File: config.mk
export PLATFORM = sky130hd
export DESIGN_NAME = led_code_sched_flat
export DESIGN_NICKNAME = d
export VERILOG_FILES = /design/src/rtl/led_code_sched_pkg.sv /design/src/rtl/led_code_sched_if.sv /design/src/rtl/led_code_sched_rr_pick.sv /design/src/rtl/led_code_sched.sv /design/src/flat_wrapper.sv
export SDC_FILE = /design/constraint.sdc
export NUM_CORES = 1
export LEC_CHECK = 0
export ABC_AREA = 1
export BUFFER_PORTS_ARGS = -buffer_cell sky130_fd_sc_hd__buf_2
export CORE_ASPECT_RATIO = 1.5
export CORE_MARGIN = 5
export CORE_UTILIZATION = 50
export DETAILED_ROUTE_END_ITERATION = 12
export MAX_ROUTING_LAYER = met4
export PLACE_DENSITY = 0.65
export SLEW_MARGIN = 20
export SYNTH_ARGS = -nofsm -noshare
export SYNTH_HDL_FRONTEND = slang
export SYNTH_SLANG_ARGS = --single-unit
export TNS_END_PERCENT = 10
File: constraint.sdc
create_clock -name i_clk -period 1.9 [get_ports i_clk]
set_input_delay 0.285 -clock i_clk [delete_from_list [all_inputs] [get_ports i_clk]]
set_output_delay 0.285 -clock i_clk [all_outputs]
set_load 0.03 [all_outputs]
File: src/rtl/led_code_sched_pkg.sv
// ledsched_pkg -- shared definitions for the LED blink-code scheduler.
// Contents:
//   state_t  : FSM state encoding (IDLE/ON/OFF/GAP)
//   BLINK_W  : width of the blink countdown (source index <= 7)
//   clog2    : bit width needed to hold values 0..value-1 (never less than 1)
//   max3     : largest of three integers, used to size the shared timer
package ledsched_pkg;

    typedef enum logic [1:0] {
        ST_IDLE = 2'b00,
        ST_ON   = 2'b01,
        ST_OFF  = 2'b10,
        ST_GAP  = 2'b11
    } state_t;

    localparam int BLINK_W = 3;

    function automatic int clog2(input longint unsigned value);
        int w;
        w = 0;
        for (int i = 0; i < 63; i++) begin
            if ((64'd1 << i) < value) begin
                w = i + 1;
            end
        end
        // A zero-width vector is never useful, so one bit is the floor.
        return (w < 1) ? 1 : w;
    endfunction

    function automatic int max3(input int a, input int b, input int c);
        int m;
        m = (a > b) ? a : b;
        return (m > c) ? m : c;
    endfunction

endpackage

File: src/rtl/led_code_sched_if.sv
// led_code_sched_if -- event/LED bundle between the detectors, the
// scheduler and the LED pin.
//   i_evt     : per-source one-cycle event strobes (master -> slave)
//   o_led     : LED drive, 1 = lit
//   o_busy    : a blink code is in progress
//   o_grant   : one-hot source being served, 0 when idle
//   o_pending : latched events not yet served
interface led_code_sched_if #(
    parameter int NREQ = 4
);
    logic [NREQ-1:0] i_evt;
    logic            o_led;
    logic            o_busy;
    logic [NREQ-1:0] o_grant;
    logic [NREQ-1:0] o_pending;

    modport master (output i_evt, input o_led, o_busy, o_grant, o_pending);
    modport slave  (input i_evt, output o_led, o_busy, o_grant, o_pending);
endinterface

File: src/rtl/led_code_sched_rr_pick.sv
// rr_pick -- combinational round-robin picker.
// Searches the request vector starting just after the last-served index,
// wrapping cyclically, and returns the first hit.
//   i_req   : request vector
//   i_last  : index granted most recently
//   o_grant : one-hot winner (0 when nothing requested)
//   o_idx   : binary index of the winner
//   o_valid : at least one request present
module rr_pick
    import ledsched_pkg::*;
#(
    parameter int N  = 4,
    parameter int IW = clog2(N)
) (
    input  logic [N-1:0]  i_req,
    input  logic [IW-1:0] i_last,
    output logic [N-1:0]  o_grant,
    output logic [IW-1:0] o_idx,
    output logic          o_valid
);

    // Scan offsets 1..N from the last grant; offset N revisits last itself.
    always_comb begin
        o_grant = {N{1'b0}};
        o_idx   = {IW{1'b0}};
        o_valid = 1'b0;
        for (int i = 1; i <= N; i++) begin
            if (!o_valid && i_req[IW'((int'(i_last) + i) % N)]) begin
                o_valid = 1'b1;
                o_idx   = IW'((int'(i_last) + i) % N);
            end else begin
                o_valid = o_valid;
            end
        end
        if (o_valid) begin
            o_grant[o_idx] = 1'b1;
        end else begin
            o_grant = {N{1'b0}};
        end
    end

endmodule

File: src/rtl/led_code_sched.sv
// led_code_sched -- shares one LED among NREQ event sources by sending a
// blink code per served source: source k gives k+1 blinks then a dark gap.
//   i_clk, i_reset : clock and synchronous active-high reset
//   bus.i_evt      : per-source event strobes, latched as pending
//   bus.o_led      : LED drive (lit only in the ON state)
//   bus.o_busy     : code in progress
//   bus.o_grant    : one-hot source being served
//   bus.o_pending  : latched, not-yet-served events
module led_code_sched
    import ledsched_pkg::*;
#(
    parameter int NREQ       = 4,
    parameter int ON_CYCLES  = 12_500_000,
    parameter int OFF_CYCLES = 12_500_000,
    parameter int GAP_CYCLES = 50_000_000
) (
    input  logic              i_clk,
    input  logic              i_reset,
    led_code_sched_if.slave   bus
);

    localparam int TW = clog2(max3(ON_CYCLES, OFF_CYCLES, GAP_CYCLES));
    localparam int IW = clog2(NREQ);

    localparam logic [TW-1:0]      TMR_ON   = TW'(ON_CYCLES - 1);
    localparam logic [TW-1:0]      TMR_OFF  = TW'(OFF_CYCLES - 1);
    localparam logic [TW-1:0]      TMR_GAP  = TW'(GAP_CYCLES - 1);
    localparam logic [TW-1:0]      TMR_ONE  = TW'(1);
    localparam logic [TW-1:0]      TMR_ZERO = TW'(0);
    localparam logic [BLINK_W-1:0] BLK_ONE  = 3'd1;
    localparam logic [BLINK_W-1:0] BLK_ZERO = 3'd0;

    state_t               r_state;
    logic [TW-1:0]        r_timer;
    logic [BLINK_W-1:0]   r_blinks;
    logic [NREQ-1:0]      r_grant;
    logic [IW-1:0]        r_last;
    logic [NREQ-1:0]      r_pending;

    state_t               w_state_nxt;
    logic [TW-1:0]        w_timer_nxt;
    logic [BLINK_W-1:0]   w_blinks_nxt;
    logic [NREQ-1:0]      w_grant_nxt;
    logic [IW-1:0]        w_last_nxt;
    logic [NREQ-1:0]      w_clr;
    logic [NREQ-1:0]      w_pick_grant;
    logic [IW-1:0]        w_pick_idx;
    logic                 w_pick_valid;

    // Picker sees only the registered pending vector, so an event arriving
    // this cycle waits for the next selection.
    rr_pick #(
        .N  (NREQ),
        .IW (IW)
    ) u_pick (
        .i_req   (r_pending),
        .i_last  (r_last),
        .o_grant (w_pick_grant),
        .o_idx   (w_pick_idx),
        .o_valid (w_pick_valid)
    );

    // Next-state, timer, blink-count and grant logic.
    always_comb begin
        w_state_nxt  = r_state;
        w_timer_nxt  = r_timer;
        w_blinks_nxt = r_blinks;
        w_grant_nxt  = r_grant;
        w_last_nxt   = r_last;
        w_clr        = {NREQ{1'b0}};
        case (r_state)
            ST_IDLE: begin
                if (w_pick_valid) begin
                    w_state_nxt  = ST_ON;
                    w_grant_nxt  = w_pick_grant;
                    w_last_nxt   = w_pick_idx;
                    w_blinks_nxt = BLINK_W'(w_pick_idx);
                    w_clr        = w_pick_grant;
                    w_timer_nxt  = TMR_ON;
                end else begin
                    w_state_nxt  = ST_IDLE;
                end
            end
            ST_ON: begin
                if (r_timer != TMR_ZERO) begin
                    w_timer_nxt = r_timer - TMR_ONE;
                end else if (r_blinks == BLK_ZERO) begin
                    w_state_nxt = ST_GAP;
                    w_timer_nxt = TMR_GAP;
                end else begin
                    w_state_nxt = ST_OFF;
                    w_timer_nxt = TMR_OFF;
                end
            end
            ST_OFF: begin
                if (r_timer != TMR_ZERO) begin
                    w_timer_nxt = r_timer - TMR_ONE;
                end else begin
                    w_state_nxt  = ST_ON;
                    w_timer_nxt  = TMR_ON;
                    w_blinks_nxt = r_blinks - BLK_ONE;
                end
            end
            ST_GAP: begin
                if (r_timer != TMR_ZERO) begin
                    w_timer_nxt = r_timer - TMR_ONE;
                end else begin
                    w_state_nxt = ST_IDLE;
                    w_grant_nxt = {NREQ{1'b0}};
                end
            end
            default: begin
                w_state_nxt = ST_IDLE;
                w_grant_nxt = {NREQ{1'b0}};
                w_timer_nxt = TMR_ZERO;
            end
        endcase
    end

    // State registers and pending latch; a new event beats the clear of the
    // grant issued in the same cycle, so it is never lost.
    always_ff @(posedge i_clk) begin
        if (i_reset) begin
            r_state   <= ST_IDLE;
            r_timer   <= TMR_ZERO;
            r_blinks  <= BLK_ZERO;
            r_grant   <= {NREQ{1'b0}};
            r_last    <= IW'(NREQ - 1);
            r_pending <= {NREQ{1'b0}};
        end else begin
            r_state   <= w_state_nxt;
            r_timer   <= w_timer_nxt;
            r_blinks  <= w_blinks_nxt;
            r_grant   <= w_grant_nxt;
            r_last    <= w_last_nxt;
            r_pending <= (r_pending & ~w_clr) | bus.i_evt;
        end
    end

    assign bus.o_led     = (r_state == ST_ON);
    assign bus.o_busy    = (r_state != ST_IDLE);
    assign bus.o_grant   = r_grant;
    assign bus.o_pending = r_pending;

endmodule

File: src/flat_wrapper.sv
// flat-port wrapper written by rule: the top's interface ports become plain ports
module led_code_sched_flat import ledsched_pkg::*;
#(
    parameter int NREQ       = 4,
    parameter int ON_CYCLES  = 12_500_000,
    parameter int OFF_CYCLES = 12_500_000,
    parameter int GAP_CYCLES = 50_000_000
)
  (i_clk, i_reset, bus_i_evt, bus_o_led, bus_o_busy, bus_o_grant, bus_o_pending);
  led_code_sched_if #(.NREQ(NREQ)) bus_i ();
  input  logic i_clk;
  input  logic i_reset;
  input wire logic [$bits(bus_i.i_evt)-1:0] bus_i_evt;
  output wire logic [$bits(bus_i.o_led)-1:0] bus_o_led;
  output wire logic [$bits(bus_i.o_busy)-1:0] bus_o_busy;
  output wire logic [$bits(bus_i.o_grant)-1:0] bus_o_grant;
  output wire logic [$bits(bus_i.o_pending)-1:0] bus_o_pending;
  assign bus_i.i_evt = bus_i_evt;
  assign bus_o_led = bus_i.o_led;
  assign bus_o_busy = bus_i.o_busy;
  assign bus_o_grant = bus_i.o_grant;
  assign bus_o_pending = bus_i.o_pending;
  led_code_sched #(.NREQ(NREQ), .ON_CYCLES(ON_CYCLES), .OFF_CYCLES(OFF_CYCLES), .GAP_CYCLES(GAP_CYCLES)) u_core (.i_clk(i_clk), .i_reset(i_reset), .bus(bus_i));
endmodule
After elaboration in Yosys (flattened, before gate mapping)
Cells that the tools add are included.
{"block": "totals", "input_bits": 6, "ff_bits": 41, "elab_cells": 89, "output_inout_bits": 10}
{"block": "op_classes", "eq_ne": 8, "addsub": 6, "order_cmp": 6, "n_bitwise": 3, "muxes": 42, "n_reduce_logical": 18}
{"operator": "26-bit 2-to-1 mux", "count": 5}
{"operator": "26-bit case mux with 4 select lines", "count": 1}
{"operator": "26-bit nonzero test", "count": 1}
{"operator": "26-bit by 1-bit subtractor with 26-bit output (second input constant)", "count": 1}
{"operator": "2-bit by 4-bit less-than comparator with 1-bit output (second input constant)", "count": 4}
{"operator": "4-bit 2-to-1 mux", "count": 4}
{"operator": "1-bit 2-to-1 mux", "count": 15}
{"operator": "2-bit 2-to-1 mux", "count": 7}
{"operator": "3-bit AND reduction", "count": 3}
{"operator": "1-bit binary-select mux with 2-bit select", "count": 4}
{"operator": "2-bit != test (second input constant)", "count": 4}
{"operator": "2-bit case mux with 4 select lines", "count": 1}
{"operator": "4-bit case mux with 2 select lines", "count": 1}
{"operator": "3-bit 2-to-1 mux", "count": 2}
{"operator": "3-bit case mux with 2 select lines", "count": 1}
{"operator": "2-bit nonzero test", "count": 3}
{"operator": "2-bit by 1-bit adder with 2-bit output (second input constant)", "count": 2}
{"operator": "2-bit adder (second input constant)", "count": 2}
{"operator": "4-bit AND", "count": 1}
{"operator": "2-bit equality test (second input constant)", "count": 2}
{"operator": "1-bit logical AND", "count": 4}
{"operator": "4-bit inverter", "count": 1}
{"operator": "4-bit bitwise OR", "count": 1}
{"operator": "2-bit AND reduction", "count": 2}
{"operator": "9 further kinds", "count": 11}

Depth between registers and ports, before layout
{"block": "depth", "ltp_word": 23, "mapped_depth": 16, "ltp_nobuf": 15}

Modules after synthesis
Synthesis repeated with hierarchy kept, for this count alone.
{"block": "hier_totals", "cells_unflattened": 421, "area_unflattened_um2": 2678.8}
{"module": "led_code_sched", "n_inst": 1, "cells_each": 346, "area_each_um2": 2299.7}
{"module": "rr_pick", "n_inst": 1, "cells_each": 75, "area_each_um2": 379.1}

Least setup slack after synthesis
OpenSTA, ideal clock, no wires.
{"block": "synth_path", "kind": "register -> register", "start": "reg u_core.r_timer[0]", "end": "reg u_core.r_blinks[0]", "slack_ns": 0.133, "n_path_buf": 0, "t_arrival_ns": 1.650, "required_time_ns": 1.783, "period_less_slack_ns": 1.767, "path_stages_with_launch": 14, "cell_sequence": "dfxtp_1 inv_1 ha_1 nand2_1 nor2_1 nand2_2 nor2_4 nand2_2 inv_2 nand2_1 nand2_2 o21ai_1 a21oi_1 nor2_1"}
{"block": "synth_between", "elab_chain_cells": 3}
{"element": "start, declared", "line": "led_code_sched.sv:34", "rtl": "logic [TW-1:0] r_timer;"}
{"element": "start signal, assigned", "line": "led_code_sched.sv:132", "rtl": "r_timer <= w_timer_nxt;"}
{"element": "26-bit nonzero test", "line": "led_code_sched.sv:96", "rtl": "if (r_timer != TMR_ZERO) begin"}
{"element": "2-bit != test (no source line)"}
{"element": "3-bit AND reduction (no source line)"}
{"element": "end signal, assigned", "line": "led_code_sched.sv:133", "rtl": "r_blinks <= w_blinks_nxt;"}
{"element": "end, declared", "line": "led_code_sched.sv:35", "rtl": "logic [BLINK_W-1:0] r_blinks;"}
No other way between the ends.
A chain may end at the register's enable or synchronous reset.

Final worst setup path
{"block": "layout_path", "start": "reg u_core.r_last[0]", "end": "reg u_core.r_timer[10]"}
{"block": "layout_between", "elab_chain_cells": 16, "elab_cells_between_ends": 28}
{"element": "start, declared", "line": "led_code_sched.sv:37", "rtl": "logic [IW-1:0] r_last;"}
{"element": "start signal, assigned", "line": "led_code_sched.sv:128", "rtl": "r_last <= IW'(NREQ - 1);"}
{"element": "start signal, assigned", "line": "led_code_sched.sv:135", "rtl": "r_last <= w_last_nxt;"}
{"element": "2-bit by 1-bit adder with 2-bit output", "line": "led_code_sched_rr_pick.sv:28", "rtl": "if (!o_valid && i_req[IW'((int'(i_last) + i) % N)]) begin"}
{"element": "1-bit binary-select mux with 2-bit select", "line": "led_code_sched_rr_pick.sv:28"}
{"element": "1-bit 2-to-1 mux (not written as such) (2 in a row)", "line": "led_code_sched_rr_pick.sv:28"}
{"element": "1-bit 2-to-1 mux", "line": "led_code_sched_rr_pick.sv:28"}
{"element": "1-bit logical NOT", "line": "led_code_sched_rr_pick.sv:28"}
{"element": "1-bit logical AND", "line": "led_code_sched_rr_pick.sv:28"}
{"element": "1-bit 2-to-1 mux", "line": "led_code_sched_rr_pick.sv:28"}
{"element": "1-bit logical NOT", "line": "led_code_sched_rr_pick.sv:28"}
{"element": "1-bit logical AND", "line": "led_code_sched_rr_pick.sv:28"}
{"element": "1-bit 2-to-1 mux", "line": "led_code_sched_rr_pick.sv:28"}
{"element": "1-bit logical NOT", "line": "led_code_sched_rr_pick.sv:28"}
{"element": "1-bit logical AND", "line": "led_code_sched_rr_pick.sv:28"}
{"element": "1-bit 2-to-1 mux (*)", "line": "led_code_sched_rr_pick.sv:28"}
{"element": "2-bit != test (no source line) (*)"}
{"element": "2-bit AND reduction (no source line) (*)"}
Mark *: on every way between the ends. The rest lies on a longest branch, timed or not. The select of a mux whose other input is x is not followed.

==> impl_results.md <==
* Type of origin of the critical path: flop
* Design area at 3410 sq um
* Die area at 7080 sq um
* Internal at 2.73 mW
* Switching part of the total at 0.506
* FMAX at 0.544 GHz
* Count of cell types in the netlist at 36
* Critical path's largest stage delay at 380 ps
* Share of cells above drive strength 1 at 0.267
* DRC viols at 0
* First-pass GRT wire length at 12,100 um
* Seq/Total Area, Yosys at 0.300
* Clk sinks at 41
* Placed inst area at 3100 sq um
* Required @ worst endpoint at 2100 ps
* Initial Util at 0.505
* Synthesized netlist cell count at 439
* Worst-path clk slew at 80 ps
* Chip height at 101 um
* Yosys warns at 0
* Crit-path cells: buf_6 -> nand2_2 -> nand2_4 -> nand2_4 -> nand2_4 -> nor2_4 -> nand2_2 -> nor2_2 -> nand2_2 -> nand2_8 -> clkinvlp_4 -> o21ai_1 -> a21oi_1
* Clock Latency Late Sink at 310 ps
* Grt ovf at 0
* Slew headroom at 0.715
* CP max FO at 6
* Period utilisation layout at 0.968
* Clock Skews at 5.46 ps
* Vias per cell at 5.15
* Slowest cell on crit path: dfxtp_4
* Iter 0 DRT Violations at 167
* Root Driver: clkbuf_8
* Combinational share of power at 0.641
* Status: finished, final reports clean
* Flop2flop setup slack at 60 ps
* Overall routed net length at 7760 um
* Area growth syn-to-layout at 24.7%
* FF+latch count, synth at 41
* Final slew viol count at 0
* RSZ-0062 raised after global routing: yes
* Antenna violations before repair at 0
* Worst Path Buf+Inv at 2
* Post-detail-place hpwl at 5770 um
* Routability cong. at 0.972
* Sequential power share at 0.253
* Worst setup path class: flop to flop
* CTS tree: yes
* Pwr/cell area at 1620 nW/um^2
* Row count at 33
* Tightest Pin Transition at 426 ps
* I/O pin count at 16
* Delay-heaviest family, CP: simple AND/OR/NAND/NOR gates
* Antenna viol nets, final at 0
* Final setup fails at 0
* Nets at 495
* Max_cap viols at 0
* Antenna cells at 0
* Clock network power share at 0.106
* Avg Cell Area, Syn at 6.23 sq um
* Drt pass-1 iters at 5
* Critical path endpoint category: flop
* CTS max path bufs at 2
* Synthesized net count at 448
* Hold Fails Final Rpt at 0
* Maximum VDD drop at 0.599 mV
* Vias in the first global route at 2,650
* CORE AREA at 5410 sq um
* Largest net degree at the start of global routing at 25
* Leakage at 1.64 nW
* Cell Area, Synth at 2730 sq um
* Depth of the CTS H-tree at 2
* Pwr Total at 5.52 mW
* CTS Buf Count at 5
* Port buffer count at 15
* Min cycle time layout at 1840 ps
* WL/cell at 13.9 um
* Die width at 70.4 um
* Critical Path AT at 2030 ps
* Via Count at 2,870
* Switching pwr at 2.79 mW
* Worst min path class: input pin to flop
* Total track usage at 0.222
* Hold Buf Count CTS at 0
==> path summary, 6_finish.rpt <==
| path | cells past startpoint | to | start |
|---|---|---|---|
| worst min register to register | 2 | u_core.bus.o_grant[0] | u_core.bus.o_grant[0] |
| worst max register to register | 13 | u_core.r_timer[10] | u_core.r_last[0] |
| worst min-delay path | 3 | u_core.bus.o_pending[0] | bus_i_evt[0] |
| worst max-delay path | 13 | u_core.r_timer[10] | u_core.r_last[0] |
==> layer usage <==
metal / part of all wire / track usage / up-vias
met4: 0.036 / 0.142 / 0
met5: 0 / - / -
met2: 0.55 / 0.412 / 78
li1: - / - / 1483
met3: 0.035 / 0.0319 / 22
met1: 0.38 / 0.210 / 1287
==> power by group through the flow <==
stage	registers (mW)	logic, mW	clock network [mW]
finish	1.40	3.54	0.585
global route	1.44	3.90	0.641
global placement	1.37	3.05	0
floorplan	1.39	2.16	0
detailed placement	1.38	3.07	0
CTS	1.36	3.09	0.593
==> flip-flops by register name, summed over array words and instances (netlist names) <==
signal	count
u_core.r_timer	26
u_core.r_blinks	3
u_core.r_state	2
u_core.bus.o_grant	4
u_core.r_last	2
u_core.bus.o_pending	4
==> Yosys cell counts, drive strengths merged <==
master  number  share of area
a21boi       1         0.0027
a21o         1         0.0027
a21oi       31          0.068
a22oi        1         0.0027
a31oi        1         0.0023
buf          7          0.022
clkbuf       5         0.0069
dfxtp       41           0.30
ha           3          0.014
inv         63          0.087
nand2      123           0.19
nand3       36          0.072
nand3b       1         0.0027
nand4       14          0.032
nor2        71           0.11
nor3         4         0.0092
nor4         1         0.0023
o211ai       1         0.0027
o21ai       24          0.044
o21bai       2         0.0055
or2          1         0.0023
xnor2        2         0.0064
xor2         5          0.016
==> cells in the final DEF (no fill, tap or decap), types with 4 or more instances in the layout <==
| master | instances |
|---|---|
| a21oi_1 | 23 |
| a21oi_2 | 7 |
| buf_2 | 15 |
| buf_4 | 31 |
| clkbuf_8 | 5 |
| dfxtp_1 | 39 |
| inv_1 | 57 |
| inv_2 | 4 |
| nand2_1 | 88 |
| nand2_2 | 25 |
| nand2_4 | 9 |
| nand3_1 | 33 |
| nand4_1 | 14 |
| nor2_1 | 60 |
| nor2_2 | 5 |
| nor2_4 | 6 |
| o21ai_0 | 20 |
| xor2_1 | 5 |
==> per-stage QoR <==
stage	setup WS, ps	util	hold WS [ps]	cells	setup TNS, ps
2_1_floorplan	133	-	402	439	0
3_3_place_gp	-5.17	0.573	446	546	-5.17
3_5_place_dp	-10.5	0.573	457	546	-10.5
4_1_cts	-2.22	0.589	197	554	-2.22
5_1_grt	-61.5	0.630	189	557	-251
6_report	60.6	0.630	199	557	0
==> worst min-delay path, stage by stage <==
cell and delay, ps:
buf_2 80, a21oi_1 30, nor2_1 70
==> kinds of logic after synthesis <==
logic type	synth area share
buf+inv	0.117
compound gates	0.130
flops	0.300
fa+ha+maj	0.0137
simple gates	0.416
xor+xnor	0.0224
==> cell type report <==
| type | count | area, sq um |
|---|---|---|
| Fill cell | 506 | 2000 |
| Multi-Input combinational cell | 323 | 1750 |
| Timing Repair Buffer | 51 | 404 |
| Tap cell | 70 | 87.6 |
| Inverter | 63 | 245 |
| Timing Repair inverter | 1 | 7.51 |
| Clock inverter | 3 | 17.5 |
| Sequential cell | 41 | 828 |
| Clock buffer | 5 | 68.8 |
==> repair_timing <==
action                     CTS  global route
cloned                       0             2
gates resized for setup      2            52
setup buffers                0             1
pin swaps                    0            15
setup endpoints to repair    3            38
(Power assumes the default switching activity.)
